$ cat src/rtl/pop_ctrl_alloc.sv
// Registered per-output pop control: grant qualification, conflict resolution and credit tracking.
// Optional wormhole locking per output is enabled by defining POP_CTRL_PKT_LOCK_EN.
module pop_ctrl_alloc #(
    parameter int unsigned PORTS   = 7,
    parameter int unsigned IDX_W   = 3,
    parameter int unsigned CREDITS = 4,
    parameter int unsigned CNT_W   = 3
) (
    input  logic                     clk,
    input  logic                     rst_n,
    input  logic [PORTS-1:0]         vc_valid,
    input  logic [PORTS*IDX_W-1:0]   sa_grant,
    input  logic [PORTS-1:0]         credit_ret,
`ifdef POP_CTRL_PKT_LOCK_EN
    input  logic [PORTS-1:0]         tail,
`endif
    output logic [PORTS-1:0]         pop_ctrl,
    output logic [PORTS*IDX_W-1:0]   xbar_sel,
    output logic [PORTS-1:0]         pop_in,
    output logic [PORTS*CNT_W-1:0]   credit_cnt,
    output logic                     conflict_err,
    output logic                     credit_err
);

    localparam logic [IDX_W-1:0] MAX_IDX  = IDX_W'(PORTS);
    localparam logic [CNT_W-1:0] CNT_FULL = CNT_W'(CREDITS);

    logic [PORTS-1:0]         pop_q;
    logic [PORTS*IDX_W-1:0]   xbar_q;
    logic [PORTS*IDX_W-1:0]   xbar_d;
    logic [PORTS-1:0]         pin_q;
    logic                     conflict_q;
    logic                     credit_err_q;
    logic [CNT_W-1:0]         cnt_q [PORTS];
    logic [CNT_W-1:0]         cnt_d [PORTS];

    logic [IDX_W-1:0]         eff [PORTS];
    logic [PORTS-1:0]         cand;
    logic [PORTS-1:0]         fire;
    logic [PORTS-1:0]         claimed;
    logic                     conflict_now;
    logic                     overflow_now;

`ifdef POP_CTRL_PKT_LOCK_EN
    localparam logic [0:0] ST_IDLE   = 1'b0;
    localparam logic [0:0] ST_LOCKED = 1'b1;

    logic [0:0]               state_q [PORTS];
    logic [0:0]               state_d [PORTS];
    logic [IDX_W-1:0]         src_q   [PORTS];
    logic [IDX_W-1:0]         src_d   [PORTS];
    logic [PORTS-1:0]         reserved;
`endif

    // Effective source per output; out-of-range grants collapse to "none".
    always_comb begin
        for (int k = 0; k < PORTS; k++) begin
            eff[k] = sa_grant[k*IDX_W +: IDX_W];
            if (eff[k] > MAX_IDX) begin
                eff[k] = '0;
            end
`ifdef POP_CTRL_PKT_LOCK_EN
            if (state_q[k] == ST_LOCKED) begin
                eff[k] = src_q[k];
            end
`endif
        end
    end

    // Lowest-index output wins a shared input; locked sources are reserved first.
    always_comb begin
        cand         = '0;
        fire         = '0;
        claimed      = '0;
        conflict_now = 1'b0;
`ifdef POP_CTRL_PKT_LOCK_EN
        reserved = '0;
        for (int k = 0; k < PORTS; k++) begin
            if (state_q[k] == ST_LOCKED && src_q[k] != '0) begin
                reserved[src_q[k] - 1'b1] = 1'b1;
            end
        end
`endif
        for (int k = 0; k < PORTS; k++) begin
            if (eff[k] != '0) begin
                cand[k] = vc_valid[eff[k] - 1'b1] && (cnt_q[k] != '0);
            end
            if (cand[k]) begin
`ifdef POP_CTRL_PKT_LOCK_EN
                if (reserved[eff[k] - 1'b1] && state_q[k] != ST_LOCKED) begin
                    conflict_now = 1'b1;
                end else
`endif
                if (claimed[eff[k] - 1'b1]) begin
                    conflict_now = 1'b1;
                end else begin
                    fire[k]                  = 1'b1;
                    claimed[eff[k] - 1'b1]   = 1'b1;
                end
            end
        end
    end

    always_comb begin
        xbar_d = '0;
        for (int k = 0; k < PORTS; k++) begin
            if (fire[k]) begin
                xbar_d[k*IDX_W +: IDX_W] = eff[k];
            end
        end
    end

    // A return into a full counter is dropped and flagged.
    always_comb begin
        overflow_now = 1'b0;
        for (int k = 0; k < PORTS; k++) begin
            cnt_d[k] = cnt_q[k];
            if (fire[k] && !credit_ret[k]) begin
                cnt_d[k] = cnt_q[k] - 1'b1;
            end else if (credit_ret[k] && !fire[k]) begin
                if (cnt_q[k] == CNT_FULL) begin
                    overflow_now = 1'b1;
                end else begin
                    cnt_d[k] = cnt_q[k] + 1'b1;
                end
            end
        end
    end

`ifdef POP_CTRL_PKT_LOCK_EN
    always_comb begin
        for (int k = 0; k < PORTS; k++) begin
            state_d[k] = state_q[k];
            src_d[k]   = src_q[k];
            if (fire[k]) begin
                if (state_q[k] == ST_IDLE) begin
                    if (!tail[eff[k] - 1'b1]) begin
                        state_d[k] = ST_LOCKED;
                        src_d[k]   = eff[k];
                    end
                end else if (tail[src_q[k] - 1'b1]) begin
                    state_d[k] = ST_IDLE;
                    src_d[k]   = '0;
                end
            end
        end
    end
`endif

    always_ff @(posedge clk or negedge rst_n) begin
        if (!rst_n) begin
            pop_q        <= '0;
            xbar_q       <= '0;
            pin_q        <= '0;
            conflict_q   <= 1'b0;
            credit_err_q <= 1'b0;
            for (int k = 0; k < PORTS; k++) begin
                cnt_q[k] <= CNT_FULL;
`ifdef POP_CTRL_PKT_LOCK_EN
                state_q[k] <= ST_IDLE;
                src_q[k]   <= '0;
`endif
            end
        end else begin
            pop_q        <= fire;
            xbar_q       <= xbar_d;
            pin_q        <= claimed;
            conflict_q   <= conflict_q | conflict_now;
            credit_err_q <= credit_err_q | overflow_now;
            for (int k = 0; k < PORTS; k++) begin
                cnt_q[k] <= cnt_d[k];
`ifdef POP_CTRL_PKT_LOCK_EN
                state_q[k] <= state_d[k];
                src_q[k]   <= src_d[k];
`endif
            end
        end
    end

    always_comb begin
        credit_cnt = '0;
        for (int k = 0; k < PORTS; k++) begin
            credit_cnt[k*CNT_W +: CNT_W] = cnt_q[k];
        end
    end

    assign pop_ctrl     = pop_q;
    assign xbar_sel     = xbar_q;
    assign pop_in       = pin_q;
    assign conflict_err = conflict_q;
    assign credit_err   = credit_err_q;

endmodule

$ cat config.mk
export PLATFORM = sky130hd
export DESIGN_NAME = pop_ctrl_alloc
export DESIGN_NICKNAME = d
export VERILOG_FILES = /design/src/rtl/pop_ctrl_alloc.sv
export SDC_FILE = /design/constraint.sdc
export NUM_CORES = 1
export LEC_CHECK = 0
export CAP_MARGIN = 10
export CORE_ASPECT_RATIO = 0.5
export CORE_UTILIZATION = 25
export DETAILED_ROUTE_END_ITERATION = 8
export PLACE_DENSITY_LB_ADDON = 0.1
export SYNTH_ARGS = -nofsm -noshare
export SYNTH_HDL_FRONTEND = slang
export SYNTH_SLANG_ARGS = --single-unit
$ cat constraint.sdc
create_clock -name clk -period 5.3 [get_ports clk]
set_clock_uncertainty 0.2 [all_clocks]
set_input_delay 1.06 -clock clk [delete_from_list [all_inputs] [get_ports clk]]
set_output_delay 1.06 -clock clk [all_outputs]
set_load 0.03 [all_outputs]
* Word-level counts from Yosys, hierarchy flattened
Memories as Yosys holds them, arrays and structs flattened.
Cells that the tools add are included.
** Operators by class
- $add $sub $neg :: 21
- Equal/unequal tests :: 14
- Muxes and demuxes :: 146
- Order comparisons :: 21
- Reduce and logical (&&, ||, !) cells :: 70
- Bitwise gates (word level) :: 8
** Operators with widths (number)
- 3-bit two-way mux :: 35
- 7-bit two-way mux :: 14
- 1-bit two-way mux :: 77
- 7-bit bitwise OR :: 6
- 3-bit nonzero test :: 14
- 3-bit by 1-bit subtractor with 3-bit output (second input constant) :: 14
- 1-bit binary-select mux with 3-bit select :: 13
- 1-bit logical AND :: 28
- 3-bit by 4-bit less-than comparator with 1-bit output (second input constant) :: 7
- 3-bit by 1-bit adder with 3-bit output (second input constant) :: 7
- 1-bit demux with 3-bit select :: 7
- 3-bit == test (second input constant) :: 7
- 3-bit by 1-bit >= comparator with 1-bit output (second input constant) :: 7
- 3-bit > comparator (second input constant) :: 7
- 1-bit logical NOT :: 14
- 2-bit != test (second input constant) :: 7
- 2-bit AND reduction :: 7
- 2-bit nonzero test :: 7
- 1-bit bitwise OR :: 2
** Storage, ports and cells
- Output and inout port bits :: 58
- Register bits :: 58
- Word-level logic and storage cells :: 293
- Bits in read-only memories :: 8
- Memories kept :: 1
- Input bits :: 37
** Memory list
- (name not given) :: words 8, width 1, read ports 1, clocked after Yosys merged registers in 0, wr ports 0, line 94 : if (claimed[eff[k] - 1'b1]) begin

* Depth between registers and ports, before layout
- Word-level depth :: 38
- Mapped depth :: 27
- Depth with buffers taken out :: 24

* Worst setup path before layout
OpenSTA, ideal clock, no wires.
- Path type :: input port to flip-flop
- Start point :: in sa_grant[3]
- End point :: reg cnt_q, in the netlist credit_cnt[20]
- Arrival time :: 6063 ps
- Buffers on the path :: 2
- Slack :: -1045 ps
- Library setup time :: 81 ps
- Stages :: 23
- Path through :: ha_1 -> nor2_1 -> nand2_1 -> nand2_1 -> ha_1 -> buf_4 -> mux2i_1 -> o221a_1 -> nor4_4 -> o2111ai_1 -> o2111ai_2 -> a21oi_1 -> or4_4 -> a211oi_4 -> a211oi_1 -> a211oi_2 -> a21oi_2 -> nor4b_4 -> buf_6 -> nand2_1 -> fa_1 -> or4_1 -> o211ai_1
** On the way
- Cells in the longest elaborated chain, start to end :: 34
- Elaborated cells between the ends (all ways) :: 49
** RTL lines
- start, declared :: line 12 : input logic [PORTS*IDX_W-1:0] sa_grant,
- 3-bit > comparator :: line 59 : if (eff[k] > MAX_IDX) begin
- 3-bit two-way mux (*) :: line 59
- 3-bit by 1-bit subtractor with 3-bit output :: line 86, 94, 98
- 3-bit by 4-bit less-than comparator with 1-bit output (not written as such) / 3-bit by 1-bit >= comparator with 1-bit output (equally long branches) :: line 98 : claimed[eff[k] - 1'b1] = 1'b1;
- 1-bit logical AND (not written as such) :: line 98
- 1-bit two-way mux (not written as such) :: line 98
- 1-bit demux with 3-bit select :: line 98
- 7-bit bitwise OR (no line)
- (+19 left out)
- 1-bit two-way mux (not written as such) (*) :: line 94
- 1-bit two-way mux (*) :: line 94
- 1-bit two-way mux (*) :: line 88 : if (cand[k]) begin
- net fire[6] :: line 39 : logic [PORTS-1:0] fire;
- 1-bit logical NOT :: line 120 : end else if (credit_ret[k] && !fire[k]) begin
- 1-bit logical AND :: line 120
- 2-bit nonzero test (no line)
- 2-bit AND reduction (no line)
- end signal, assigned by index :: line 171 : cnt_q[k] <= cnt_d[k];
- end, declared :: line 34 : logic [CNT_W-1:0] cnt_q [PORTS];
Mark *: on every way through the listed nets, which the timed path passes. The rest lies on a longest branch. The select of a mux whose other input is x is not followed.
A chain may end at the register's enable or synchronous reset.

* Final worst setup path
- Start point :: in sa_grant[0]
- End point :: reg cnt_q, in the netlist credit_cnt[20]
** On the way
- Cells in the longest elaborated chain, start to end :: 37
- Elaborated cells between the ends (all ways) :: 53
** RTL lines (line)
- 3-bit > comparator :: 59
- 3-bit two-way mux (*) :: 59
- 3-bit by 1-bit subtractor with 3-bit output :: 86, 94, 98
- 3-bit by 4-bit less-than comparator with 1-bit output (not written as such) / 3-bit by 1-bit >= comparator with 1-bit output (equally long branches) :: 98
- 1-bit logical AND (not written as such) :: 98
- 1-bit two-way mux (not written as such) :: 98
- 1-bit demux with 3-bit select :: 98
- 7-bit two-way mux :: 94
- (+21 left out)
- 1-bit binary-select mux with 3-bit select (*) :: 94
- 1-bit two-way mux (not written as such) (*) :: 94
- 1-bit two-way mux (*) :: 94
- 1-bit two-way mux (*) :: 88
- 1-bit logical NOT :: 120
- 1-bit logical AND :: 120
- 2-bit nonzero test (no line)
- 2-bit AND reduction (no line)
Mark *: on every way between the ends. The rest lies on a longest branch, timed or not. The select of a mux whose other input is x is not followed.

==> summary.md <==
| Metric | Value |
|---|---|
| Syn avg cell area | `8.22 um^2` |
| Num CTS Buffers | `9` |
| DRC marker count from the first detailed-route iteration | `373` |
| Crit path launch | `sa_grant[0]` |
| Final hold vios | `0` |
| Slew margin rel. | `0.460` |
| Pre-CTS WS | `-1.57 ns` |
| Post-Synth Adder-Cell Area | `0.0998` |
| Pre-antenna DRT Iters | `7` |
| Pins Over Slew Limit | `0` |
| Dpl cells | `1,188` |
| Number of H-tree branching levels | `3` |
| Worst-Skew Late Latency | `0.34 ns` |
| Worst vdd ir | `0.220 mV` |
| DRC violations left | `0` |
| Clock Power Share | `0.163` |
| Post-synthesis cell count | `644` |
| Synth Register Bits | `58` |
| Diodes inserted | `0` |
| Die H | `105 um` |
| Die Footprint | `0.0218 mm^2` |
| Routed WL | `21.8 mm` |
| Final GP Congestion | `0.936` |
| GRT Max-Usage Layer | `met2` |
| EDFF count, synth | `0` |
| Syn Nets | `719` |
| Port Buffers | `94` |
| Part of the Yosys area used for sequential elements | `0.276` |
| Net Sw Frac | `0.436` |
| R2r startpoint | `credit_cnt[4]` |
| Warnings from Yosys | `0` |
| Worst EP required | `5.36 ns` |
| Proportion of synthesized area in mux cells | `0.0265` |
| Fmax | `171 MHz` |
| HPWL Detailed | `17.0 mm` |
| Main combinational cell family by area after synthesis | `compound AO/OA/AOI/OAI gates` |
| Vias | `6,178` |
| Design Area, Final | `0.00929 mm^2` |
| Clock Tree Buf Depth | `2` |
| CTS Root Cell | `clkbuf_16` |
| Vias per inst | `5.00` |
| Vias in the first global route | `5,983` |
| CTS tree | `done` |
| RSZ-0062 raised after global routing | `true` |
| Sequential power share | `0.205` |
| Max cap viols | `0` |
| Post-Layout Cell Count | `1,235` |
| Outcome | `finished with violations` |
| Simple-Gate Fraction of Synth Area | `0.250` |
| Type of destination of the critical path | `flop` |
| IO Pins | `95` |
| Antenna-violating nets left | `0` |
| Critical Path AT | `5.90 ns` |
| Core Box Area | `0.0206 mm^2` |
| Min-Delay Path Class | `reg2reg` |
| Total track usage | `0.200` |
| Min-delay src | `credit_cnt[14]` |
| P per Cell Area | `398 mW/mm^2` |
| Most common flop cell mapped by yosys | `dfrtp_1` |
| Sw power | `0.00161 W` |
| Cell Area, Synth | `0.00529 mm^2` |
| Largest net degree at the start of global routing | `59` |
| Compound-Gate Fraction of Synth Area | `0.254` |
| Layout cells sized above 1 | `0.417` |
| Setup violators final | `21` |
| Crit Path Max Fanout | `8` |
| Initial core utilization | `0.256` |
| Clock Sink Count | `58` |
| Cell row count | `37` |
| Crit Path Category | `in2reg` |
| Internal power | `0.00208 W` |
| FFs w/ async S/R, synth | `1.00` |
| CTS clk-pin slew, worst paths | `0.06 ns` |
| First-pass GRT wire length | `33.5 mm` |
| Minimum clock period | `5.84 ns` |
| P_leak | `4.10 nW` |
| Fin worst setup slack | `-0.535 ns` |
| Fin crit share | `1.10` |
| Startpoint class of the critical path | `input port` |
| Slew @ Worst Pin | `0.811 ns` |
| Violated checks | `negative setup slack` |
| Synth Area in XOR/XNOR | `0.0199` |
| Met1 Track Usage GR | `0.282` |
| # nets final | `1,032` |
| Distinct cells, synth | `84` |
| Fillcell total | `2,028` |
| DR WL/cell | `17.7 um` |
| P&R area growth vs syn | `75.6%` |
| M2 GR Usage | `0.314` |
| Comb pwr share | `0.632` |
| Chip width | `208 um` |
| Met3 usage | `0.0394` |
| Congestion Overflow GR | `0` |
| Initial antenna violation count | `1` |
| Area after DPL | `0.00807 mm^2` |
## layout by cell type (no fill, tap or decap), types with 7 or more instances in the layout
cell	count
clkdlybuf4s50_1	84
and2_1	10
o211ai_1	10
a21oi_2	11
buf_6	18
clkbuf_16	9
nand4_1	15
dfstp_2	7
nand2_1	42
o21ai_0	16
nor3_1	20
o31ai_1	7
ha_1	18
inv_1	61
nor2_1	54
a21oi_1	24
ha_4	10
nand3_1	21
nor3_2	7
a31oi_1	11
dfrtp_1	51
o21ai_1	7
buf_4	212
a211oi_1	11
## through the flow
step                      utilization  TNS, ns  hold WS, ns  total power, W
after global placement          0.391   -29.26        0.328         0.00279
after CTS                       0.429    -3.52        0.339         0.00356
after floorplan                     -    -5.69        0.381         0.00191
final                           0.450    -5.35        0.333         0.00370
after detailed placement        0.391   -31.75        0.330         0.00280
after global routing            0.450    -8.84        0.354         0.00395
## power by group through the flow
stage          combinational (W)  sequential [W]  clock [W]
5_1_grt                  0.00252        0.000783   0.000642
2_1_floorplan           0.000876         0.00103          0
3_5_place_dp             0.00204        0.000762          0
6_report                 0.00234        0.000756   0.000603
4_1_cts                  0.00218        0.000756   0.000621
3_3_place_gp             0.00202        0.000764          0
## routing by layer
metal	up-vias	wire, um
met5	-	0
met4	0	307
met3	20	1220
met2	159	9590
met1	2995	10700
li1	3004	-
## Yosys cell counts, types with 14 or more instances
cell,count,share of area
nor3_1,27,0.026
inv_1,70,0.050
a211oi_1,18,0.026
dfrtp_1,51,0.24
nand3_1,23,0.022
nor2_1,59,0.042
nand2_1,49,0.035
nand4_1,15,0.018
ha_1,31,0.073
a21oi_1,36,0.034
clkbuf_1,14,0.0099
o21ai_0,22,0.021
## worst max-delay path, stage by stage
cell       delay, ns
buf_4           0.14
ha_4            0.17
nor2_4          0.09
nand2_2         0.07
nand2_4         0.09
ha_4            0.21
buf_6           0.12
nand2b_4        0.13
o2111a_1        0.30
o21a_4          0.23
and4_4          0.24
o2111ai_4       0.25
a21oi_2         0.08
or4_4           0.55
a211oi_4        0.28
a211oi_4        0.14
a211oi_2        0.29
a21oi_2         0.11
nor4b_4         0.36
nand2_4         0.08
fa_2            0.40
or4_1           0.41
o211ai_1        0.10
## sequential cells by signal (all words and copies together) (netlist names)
| register | count |
|---|---|
| conflict_err | 1 |
| pop_in | 7 |
| xbar_sel | 21 |
| pop_ctrl | 7 |
| credit_cnt | 21 |
| credit_err | 1 |
## worst paths after layout
path	end	slack [ns]	cells past startpoint
max	credit_cnt[20]	-0.54	23
min	credit_cnt[14]	0.33	2
max reg2reg	credit_cnt[20]	0.38	16
min reg2reg	credit_cnt[14]	0.33	2
max in group asynchronous	xbar_sel[4]	3.66	2
min in group asynchronous	pop_ctrl[6]	0.67	2
## kinds of logic after synthesis
group / after synthesis
AOI/OAI and AO/OA: 182
xor gates and xnor gates: 12
adders and majority gates: 38
buffers and inverters: 96
DFF: 58
muxes: 10
and+or+nand+nor: 248
## final cells by class
type | instances | area [um^2] | share of cell area
Multi-Input combinational cell | 490 | 4110 | 0.443
Timing Repair Buffer | 326 | 2800 | 0.301
Sequential cell | 58 | 1460 | 0.157
Tap cell | 273 | 342 | 0.0368
Inverter | 72 | 285 | 0.0307
Clock buffer | 12 | 246 | 0.0265
Clock inverter | 4 | 51.3 | 0.00552
## timing repair
item | 4_1_cts | 5_1_grt
pin swaps | 42 | 48
hold buffers | 0 | 0
endpoints found under the setup margin | 32 | 23
cloned | 1 | 0
resized for setup | 104 | 82
setup buffers | 14 | 20
Power figures use the tool's default switching activity.
